### config.mk
export PLATFORM = sky130hd
export DESIGN_NAME = fir_channel_arbiter
export DESIGN_NICKNAME = d
export VERILOG_FILES = /design/src/rtl/fir_channel_arbiter.sv
export SDC_FILE = /design/constraint.sdc
export NUM_CORES = 1
export LEC_CHECK = 0
export ABC_CLOCK_PERIOD_IN_PS = 2400
export CORE_ASPECT_RATIO = 0.6
export CORE_MARGIN = 2
export CORE_UTILIZATION = 40
export CTS_BUF_LIST = sky130_fd_sc_hd__clkbuf_8
export CTS_CLUSTER_DIAMETER = 120
export DETAILED_ROUTE_END_ITERATION = 10
export HOLD_SLACK_MARGIN = 0.1
export PLACE_DENSITY = 0.78
export SYNTH_ARGS = -nofsm -noshare
export SYNTH_HDL_FRONTEND = slang
export SYNTH_SLANG_ARGS = --single-unit
### constraint.sdc
create_clock -name clk -period 2.4 [get_ports clk]
set_clock_uncertainty 0.1 [all_clocks]
set_input_delay 0.24 -clock clk [delete_from_list [all_inputs] [get_ports clk]]
set_output_delay 0.24 -clock clk [all_outputs]
set_load 0.005 [all_outputs]
### src/rtl/fir_channel_arbiter.sv
// fir_channel_arbiter: time-shares one FIR core among NUM_CH sample streams.
// A channel owns the core for a whole packet (up to its last-tagged sample).
// The delay line is cleared whenever ownership changes, each result comes back
// tagged with the channel that produced it, and a watchdog abandons a
// transaction when the core never answers.
module fir_channel_arbiter #(
   parameter int NUM_CH     = 4,
   parameter int CH_W       = 2,
   parameter int IN_WIDTH   = 16,
   parameter int OUT_WIDTH  = 38,
   parameter int CLR_CYCLES = 2,
   parameter int TIMEOUT    = 1023
) (
   input  logic                       clk,
   input  logic                       rst,
   input  logic [NUM_CH*IN_WIDTH-1:0] ch_data,
   input  logic [NUM_CH-1:0]          ch_valid,
   input  logic [NUM_CH-1:0]          ch_last,
   output logic [NUM_CH-1:0]          ch_ready,
   output logic [IN_WIDTH-1:0]        fir_input,
   output logic                       fir_input_valid,
   output logic                       fir_clr,
   input  logic [OUT_WIDTH-1:0]       fir_output,
   input  logic                       fir_output_valid,
   output logic [OUT_WIDTH-1:0]       out_data,
   output logic [CH_W-1:0]            out_ch,
   output logic                       out_last,
   output logic                       out_valid,
   output logic                       timeout_err,
   output logic                       busy
);

   typedef enum logic [1:0] {
      ST_IDLE,
      ST_CLEAR,
      ST_SEND,
      ST_WAIT
   } state_t;

   state_t              state;
   logic [CH_W-1:0]     grant;
   logic [CH_W-1:0]     owner;
   logic                owner_valid;
   logic [CH_W-1:0]     rr_ptr;
   logic [3:0]          clr_cnt;
   logic [15:0]         to_cnt;
   logic                last_q;

   logic [2*NUM_CH-1:0] req_dbl;
   logic [NUM_CH-1:0]   req_rot;
   logic [CH_W:0]       arb_sum;
   logic                arb_found;
   logic [CH_W-1:0]     arb_grant;

   logic [IN_WIDTH-1:0] sel_data;
   logic                sel_valid;
   logic                sel_last;

   // Next channel in round-robin order, wrapping at NUM_CH rather than 2^CH_W.
   function automatic logic [CH_W-1:0] next_ch(input logic [CH_W-1:0] c);
      if (c == CH_W'(NUM_CH - 1)) begin
         return '0;
      end
      return c + 1'b1;
   endfunction

   // Round-robin search: rotate the request vector so rr_ptr sits at bit 0,
   // take the lowest set bit, then map the offset back to a channel index.
   always_comb begin
      req_dbl   = {ch_valid, ch_valid};
      req_rot   = NUM_CH'(req_dbl >> rr_ptr);
      arb_sum   = '0;
      arb_found = 1'b0;
      for (int i = 0; i < NUM_CH; i++) begin
         if (!arb_found && req_rot[i]) begin
            arb_found = 1'b1;
            arb_sum   = {1'b0, rr_ptr} + (CH_W+1)'(i);
         end
      end
      if (arb_sum >= (CH_W+1)'(NUM_CH)) begin
         arb_sum = arb_sum - (CH_W+1)'(NUM_CH);
      end
      arb_grant = arb_sum[CH_W-1:0];
   end

   // Pick out the granted channel's sample/valid/last and drive its accept
   // strobe; only the owner can ever be ready, and only while in SEND.
   always_comb begin
      sel_data  = '0;
      sel_valid = 1'b0;
      sel_last  = 1'b0;
      ch_ready  = '0;
      for (int i = 0; i < NUM_CH; i++) begin
         if (grant == CH_W'(i)) begin
            sel_data    = ch_data[i*IN_WIDTH +: IN_WIDTH];
            sel_valid   = ch_valid[i];
            sel_last    = ch_last[i];
            ch_ready[i] = (state == ST_SEND) && ch_valid[i];
         end
      end
   end

   assign busy = (state != ST_IDLE);

   // Main controller: arbitration in IDLE, delay-line clear on owner change,
   // one sample in flight at a time, and a saturating response watchdog.
   always_ff @(posedge clk) begin
      if (!rst) begin
         state           <= ST_IDLE;
         grant           <= '0;
         owner           <= '0;
         owner_valid     <= 1'b0;
         rr_ptr          <= '0;
         clr_cnt         <= '0;
         to_cnt          <= '0;
         last_q          <= 1'b0;
         fir_input       <= '0;
         fir_input_valid <= 1'b0;
         fir_clr         <= 1'b0;
         out_data        <= '0;
         out_ch          <= '0;
         out_last        <= 1'b0;
         out_valid       <= 1'b0;
         timeout_err     <= 1'b0;
      end else begin
         fir_input_valid <= 1'b0;
         out_valid       <= 1'b0;
         timeout_err     <= 1'b0;

         case (state)
            ST_IDLE: begin
               if (arb_found) begin
                  grant <= arb_grant;
                  if (!owner_valid || (arb_grant != owner)) begin
                     state   <= ST_CLEAR;
                     fir_clr <= 1'b1;
                     clr_cnt <= '0;
                  end else begin
                     state <= ST_SEND;
                  end
               end
            end

            ST_CLEAR: begin
               if (clr_cnt == 4'(CLR_CYCLES - 1)) begin
                  fir_clr     <= 1'b0;
                  owner       <= grant;
                  owner_valid <= 1'b1;
                  state       <= ST_SEND;
               end else if (clr_cnt != 4'hF) begin
                  clr_cnt <= clr_cnt + 4'd1;
               end
            end

            ST_SEND: begin
               if (sel_valid) begin
                  fir_input       <= sel_data;
                  fir_input_valid <= 1'b1;
                  last_q          <= sel_last;
                  to_cnt          <= '0;
                  state           <= ST_WAIT;
               end
            end

            ST_WAIT: begin
               if (fir_output_valid) begin
                  out_data  <= fir_output;
                  out_ch    <= grant;
                  out_last  <= last_q;
                  out_valid <= 1'b1;
                  if (last_q) begin
                     rr_ptr <= next_ch(grant);
                     state  <= ST_IDLE;
                  end else begin
                     state <= ST_SEND;
                  end
               end else if (to_cnt == 16'(TIMEOUT)) begin
                  timeout_err <= 1'b1;
                  owner_valid <= 1'b0;
                  rr_ptr      <= next_ch(grant);
                  state       <= ST_IDLE;
               end else if (to_cnt != 16'hFFFF) begin
                  to_cnt <= to_cnt + 16'd1;
               end
            end

            default: begin
               state <= ST_IDLE;
            end
         endcase
      end
   end

endmodule

==> impl_metrics.env, run 1 <==
export IMPL_synth_area_top_cells="dfxtp_1 (42%), a21oi_1 (11%), nand2_1 (9.6%)"
export IMPL_multi_input_area_um2=2391
export IMPL_timing_fmax_ghz=0.4133
export IMPL_start_util=0.4131
export IMPL_syn_inst=563
export IMPL_groute_usage_overall=0.2283
export IMPL_violations="setup timing"
export IMPL_synth_main_ff_cell="dfxtp_1"
export IMPL_leakage_uw=0.002314
export IMPL_status="complete, but fails checks"
export IMPL_die_x_um=139.0
export IMPL_seq_area_frac_synth=0.4162
export IMPL_die_h_um=85.03
export IMPL_vias=4813
export IMPL_synth_top_area_cell="dfxtp_1"
export IMPL_root_buffer="clkbuf_8"
export IMPL_crit_path_max_fanout=4
export IMPL_clkTransAtPathRegs_ps=90
export IMPL_place_inst=878
export IMPL_slew_violations=0
export IMPL_switching_power_uw=1472
export IMPL_rsz0062_at_grt="true"
export IMPL_slew_headroom=0.6607
export IMPL_cts_tree="done"
export IMPL_hp_class="in2reg"
export IMPL_slowest_stage="a2111o_1"
export IMPL_crit_chain="inv_2 -> ha_4 -> nand3b_1 -> a221o_1 -> a21o_1 -> a2111o_1 -> or3_4 -> a21oi_2"
export IMPL_synth_distinct_cells=54
export IMPL_critPathArrivalTime_ps=2620
export IMPL_stdcell_area_um2=6765
export IMPL_ant_nets=0
export IMPL_regToRegStartpoint="grant[1]"
export IMPL_clockBufferDepth=2
export IMPL_cts_hold_buf=0
export IMPL_dp_slack_ps=-98.66
export IMPL_clock_sinks=91
export IMPL_fillCellCount=866
export IMPL_hold_viol_final=0
export IMPL_portBuffers=178
export IMPL_drcViolationCount=0
export IMPL_switching_share=0.3333
export IMPL_setup_worst_path_start_class="flip-flop"
export IMPL_cts_inserted_buffers=9
export IMPL_io_pins=179
export IMPL_cpPeakStageDelay_ps=470
export IMPL_hold_ws_ps=320.0
export IMPL_n_antenna_cell=0
export IMPL_grt_overflow=0
export IMPL_core_area_um2=10600
export IMPL_power_density_nw_per_um2=652.6
export IMPL_dr_first_iter_drc_count=291
export IMPL_synthTopCellsByCount="nand2_1 (112), a21oi_1 (94), dfxtp_1 (91)"
export IMPL_critical_path_class="reg2reg"
export IMPL_synth_seq_cells=91
export IMPL_cap_violations=0
export IMPL_finalNetCount=876
export IMPL_p_int_uw=2943
export IMPL_fin_util=0.6385
export IMPL_worstPathRequired_ps=2600
export IMPL_clk_latency_ps=360
export IMPL_seq_power_share=0.400
export IMPL_setup_worst_path_end_class="flip-flop"
export IMPL_wl_um=13770
export IMPL_max_vdd_ir_drop_mv=0.3399
export IMPL_seq_area_um2=1828
export IMPL_syn_avg_cell_area_um2=7.774
export IMPL_min_path_cells=3
export IMPL_dpl_cell_area_um2=6456
export IMPL_yosysWarnings=0
export IMPL_syn_area_um2=4377
export IMPL_syn_num_nets=683
export IMPL_grt_pass1_vias=4506
export IMPL_rrSetupSlack_ps=-20
export IMPL_synth_top_cell_area_share=0.4162
export IMPL_worstHoldEndpoint="out_data[31]"
export IMPL_dieArea_um2=11820
export IMPL_clockPowerShare=0.239
export IMPL_report_final_setup_viol=2
export IMPL_hpwl_um=10120
export IMPL_first_pass_iters=5
export IMPL_fin_crit_sh=1.008
export IMPL_via_per_inst=5.348
export IMPL_combPwrFrac=0.361
export IMPL_place_congestion=0.8323
export IMPL_worstHoldStart="fir_output[31]"
export IMPL_r2r_cells=8
export IMPL_final_cells=900
export IMPL_fp_row_count=29
export IMPL_cp_top_family="compound AO/OA/AOI/OAI gates"
export IMPL_yosysMostFrequentCell="nand2_1"
export IMPL_critical_path_buf_inv_count=1
export IMPL_layout_min_cycle_time_ps=2420
export IMPL_async_reset_ff_frac=0
export IMPL_area_delta_synth_final_pct=54.57
export IMPL_wl_per_cell_um=15.30
export IMPL_tightest_slew_ps=496.1
export IMPL_layout_setup_ws_ps=-19.79
export IMPL_drive_above_1_share=0.1209
export IMPL_antenna_found_initial=0
export IMPL_grt_max_degree=43
export IMPL_synth_enable_flop_cells=0
export IMPL_h_tree_depth=3
export IMPL_grt_pass1_wl_um=21850
export IMPL_timing_rr_end="to_cnt[11]"
[power by group through the flow]
stage               Clock (µW)  Combinational (µW)  Sequential (µW)
global route              1160                1740             1790
finish                    1050                1590             1770
global placement             0                1480             1780
detailed placement           0                1510             1790
floorplan                    0                 845             1750
CTS                       1090                1520             1760
[repair_timing]
item                                    CTS  global route
endpoints found under the setup margin    5            24
setup buffers                             0             5
resized for setup                         3            17
cloned                                    0             1
hold endpoints to repair                  0             0
pin swaps                                 2             5
[worst max-delay path by stage]
stage | endpoint | cells after the start | from
4_1_cts | to_cnt[11] | 8 | grant[1]
6_report | to_cnt[11] | 8 | grant[1]
5_1_grt | to_cnt[11] | 8 | grant[1]
2_1_floorplan | to_cnt[15] | 8 | grant[0]
3_3_place_gp | to_cnt[11] | 7 | ch_valid[1]
3_5_place_dp | to_cnt[11] | 8 | grant[1]
[sequential cells by signal, summed over array words and instances, names as in the netlist]
| register | cells |
|---|---|
| out_last | 1 |
| rr_ptr | 2 |
| last_q | 1 |
| out_ch | 2 |
| grant | 2 |
| owner | 2 |
| fir_clr | 1 |
| owner_valid | 1 |
| state | 2 |
| timeout_err | 1 |
| fir_input | 16 |
| clr_cnt | 4 |
| fir_input_valid | 1 |
| to_cnt | 16 |
| out_valid | 1 |
| out_data | 38 |
[worst min-delay path, delay by kind of cell]
family / cells / cell delay [ps]
buffers and inverters: 1 / 400
AND/OR/NAND/NOR: 1 / 50
AO/OA/AOI/OAI: 1 / 50
[cell usage in the layout, fill, tap and decap left out, drive strengths merged, types with 5 or more instances in the layout]
master | synthesis | layout
nand3b | 13 | 13
dfxtp | 91 | 91
nand2 | 112 | 112
ha | 7 | 7
nand3 | 13 | 13
a21oi | 101 | 101
a221oi | 7 | 7
or4 | 6 | 6
buf | 7 | 41
mux2i | 7 | 7
clkbuf | 31 | 9
or3 | 10 | 10
clkdlybuf4s50 | 0 | 178
inv | 13 | 17
nor3 | 10 | 10
nor2b | 8 | 8
nor2 | 48 | 48
o21ai | 13 | 13
a211oi | 19 | 19
o31ai | 6 | 6
nor4 | 5 | 5
[cell type report]
type / instances / area share
Sequential cell: 91 / 0.2702
Multi-Input combinational cell: 422 / 0.3534
Tap cell: 139 / 0.02571
Clock inverter: 7 / 0.01073
Clock buffer: 9 / 0.01831
Timing Repair Buffer: 219 / 0.3144
Inverter: 13 / 0.007213
[kinds of logic (layout without fill, tap and decap cells)]
family          count (synthesis)  count (layout)  share of synthesized area
simple gates                  239             239                     0.2536
xor+xnor                        2               2                   0.004003
mux                             7               7                    0.01601
buf+inv                        51             248                    0.05146
compound gates                166             167                     0.2387
fa+ha+maj                       7               7                    0.02001
flops                          91              91                     0.4162
[stage by stage]
step	total power [µW]	TNS [ps]
5_1_grt	4693	-322.2
3_5_place_dp	3305	-225.7
6_report	4415	-34.29
2_1_floorplan	2593	0
3_3_place_gp	3262	-4.962
4_1_cts	4375	0
[per-layer routing]
metal	vias up	part of all wire	global-route usage
met5	-	0	0
met4	0	0.016	0.08356
met3	20	0.082	0.06603
met2	213	0.46	0.3775
met1	2210	0.44	0.2873
li1	2370	-	-
(Power assumes the default switching activity.)
==> inputs of run 2 (changes only) <==
--- a/config.mk
+++ b/config.mk
@@ -11,6 +11,7 @@
 export CORE_UTILIZATION = 40
 export CTS_BUF_LIST = sky130_fd_sc_hd__clkbuf_8
 export CTS_CLUSTER_DIAMETER = 120
+export CTS_CLUSTER_SIZE = 28
 export DETAILED_ROUTE_END_ITERATION = 10
 export HOLD_SLACK_MARGIN = 0.1
 export PLACE_DENSITY = 0.78
==> results of run 2 <==
Same layout as run 1: the final DEF is identical, and so are final timing and power.
==> inputs of run 3 (changes only) <==
--- a/config.mk
+++ b/config.mk
@@ -15,6 +15,7 @@
 export DETAILED_ROUTE_END_ITERATION = 10
 export HOLD_SLACK_MARGIN = 0.1
 export PLACE_DENSITY = 0.78
+export RECOVER_POWER = 100
 export SYNTH_ARGS = -nofsm -noshare
 export SYNTH_HDL_FRONTEND = slang
 export SYNTH_SLANG_ARGS = --single-unit
==> run 3 against run 2 <==
Effect of this change: first-iteration DRC count is 11% lower; flip-flop and latch count stayed put; core utilization is 0.30 points lower; final cell count stayed put; final area is 0.46% lower; clock power hardly changed; combinational power is 4% lower; sequential share of layout area is 0.13 points higher; via count hardly changed; the flow still finishes with violations (setup timing); worst hold slack worse by 3.3 ps.
==> impl_metrics.env, run 3 (synthesized netlist as in run 1, its figures left out) <==
export IMPL_violations="setup timing"
export IMPL_clock_sinks=91
export IMPL_dieArea_um2=11820
export IMPL_drive_above_1_share=0.1156
export IMPL_n_antenna_cell=0
export IMPL_seq_area_um2=1828
export IMPL_fin_setup_tns_ps=-39.80
export IMPL_layout_min_cycle_time_ps=2424
export IMPL_slew_headroom=0.4461
export IMPL_io_pins=179
export IMPL_h_tree_depth=3
export IMPL_setup_worst_path_start_class="flip-flop"
export IMPL_stdcell_area_um2=6734
export IMPL_wl_um=13730
export IMPL_first_pass_iters=5
export IMPL_leakage_uw=0.002512
export IMPL_max_vdd_ir_drop_mv=0.3399
export IMPL_finalNetCount=876
export IMPL_critPathArrivalTime_ps=2630
export IMPL_fin_crit_sh=1.010
export IMPL_setup_worst_path_end_class="flip-flop"
export IMPL_final_common_cell="clkdlybuf4s50_1"
export IMPL_cts_inserted_buffers=9
export IMPL_die_h_um=85.03
export IMPL_hold_viol_final=0
export IMPL_groute_usage_overall=0.2283
export IMPL_core_area_um2=10600
export IMPL_hp_class="in2reg"
export IMPL_dr_first_iter_drc_count=260
export IMPL_grt_pass1_wl_um=21850
export IMPL_report_final_setup_viol=2
export IMPL_area_delta_synth_final_pct=53.86
export IMPL_root_buffer="clkbuf_8"
export IMPL_layout_setup_ws_ps=-23.81
export IMPL_crit_path_end="to_cnt[11]"
export IMPL_start_util=0.4131
export IMPL_antenna_found_initial=0
export IMPL_largest_reg_flops=38
export IMPL_final_cells=900
export IMPL_tightest_slew_ps=830.9
export IMPL_grt_pass1_vias=4506
export IMPL_timing_fmax_ghz=0.4126
export IMPL_fp_row_count=29
export IMPL_place_inst=878
export IMPL_worstPathRequired_ps=2600
export IMPL_grt_overflow=0
export IMPL_hpwl_um=10120
export IMPL_timing_rr_end="to_cnt[11]"
export IMPL_fin_util=0.6356
export IMPL_crit_path_max_fanout=4
export IMPL_critical_path_class="reg2reg"
export IMPL_die_x_um=139.0
export IMPL_clk_latency_ps=360
export IMPL_cts_hold_buf=0
export IMPL_critical_path_startpoint="grant[1]"
export IMPL_place_congestion=0.8323
export IMPL_dpl_cell_area_um2=6456
export IMPL_via_per_inst=5.346
export IMPL_reg_top3="out_data (38), fir_input (16), to_cnt (16)"
export IMPL_rrSetupSlack_ps=-20
export IMPL_fillCellCount=872
export IMPL_largest_register="out_data"
export IMPL_drcViolationCount=0
export IMPL_power_density_nw_per_um2=645.9
export IMPL_clkTransAtPathRegs_ps=90
export IMPL_status="complete, but fails checks"
export IMPL_layout_common_cells="clkdlybuf4s50_1 (116), nand2_1 (112), a21oi_1 (93)"
export IMPL_ant_nets=0
export IMPL_grt_max_degree=43
export IMPL_regToRegStartpoint="grant[1]"
export IMPL_portBuffers=178
export IMPL_wl_per_cell_um=15.26
export IMPL_hold_ws_ps=316.7
export IMPL_clockBufferDepth=2
export IMPL_r2r_cells=8
export IMPL_multi_input_area_um2=2389
export IMPL_cap_violations=0
export IMPL_cts_tree="done"
export IMPL_slew_violations=0
export IMPL_rsz0062_at_grt="true"
export IMPL_vias=4811
==> run 3: changes by cell type in the layout (fill, tap and decap cells not counted) <==
cell	delta
dlygate4sd3_1	+62
clkdlybuf4s50_1	-62
buf_12	-1
ha_1	+1
ha_2	-1
buf_4	-5
clkbuf_2	+2
clkbuf_4	+1
clkbuf_1	+3
==> run 3: through the flow <==
step	setup WS [ps]	total power [µW]
after floorplan	11.86	2593
final	-23.81	4349
after global placement	-4.962	3262
after CTS	0.9206	4375
after global routing	-78.68	4628
after detailed placement	-98.66	3305
==> run 3: routing by layer <==
layer,track usage,wire length [µm]
met1,0.2873,5992
met2,0.3775,6341
met3,0.06603,1164
met4,0.08356,232
met5,0,0
==> run 3: power by group <==
group / internal (µW) / total, µW / leakage (µW) / switching [µW]
Combinational: 757 / 1530 / 0.00167 / 775
Sequential: 1640 / 1760 / 0.000737 / 123
Clock: 487 / 1050 / 0.000102 / 567
Total: 2880 / 4350 / 0.00251 / 1470
==> run 3: worst min-delay path by stage <==
stage	cells after the start	startpoint	slack, ps	endpoint
2_1_floorplan	1	fir_output_valid	220	timeout_err
3_3_place_gp	2	out_data[10]	340	out_data[10]
3_5_place_dp	2	out_data[34]	350	out_data[34]
4_1_cts	3	fir_output[34]	300	out_data[34]
5_1_grt	3	fir_output[37]	300	out_data[37]
6_report	3	fir_output[31]	320	out_data[31]
==> run 3: cell type report <==
type / instances / share of cell area
Multi-Input combinational cell: 422 / 0.3547
Timing Repair Buffer: 219 / 0.3116
Sequential cell: 91 / 0.2715
Tap cell: 139 / 0.02583
Clock buffer: 9 / 0.01839
Clock inverter: 7 / 0.01078
Inverter: 13 / 0.007246
==> run 3: worst max-delay path: stages, from the launching register on <==
cell and delay [ps]:
dfxtp_2 370, inv_2 60, ha_4 170, nand3b_1 160, a221o_1 350, a21o_1 210, a2111o_1 470, or3_4 340
a21oi_2 140
==> run 3: repair_timing <==
item / in CTS / in global routing
cloned: 0 / 1
buffers inserted: 0 / 5
pin swaps: 2 / 5
endpoints found under the setup margin: 5 / 24
gates resized for setup: 3 / 17
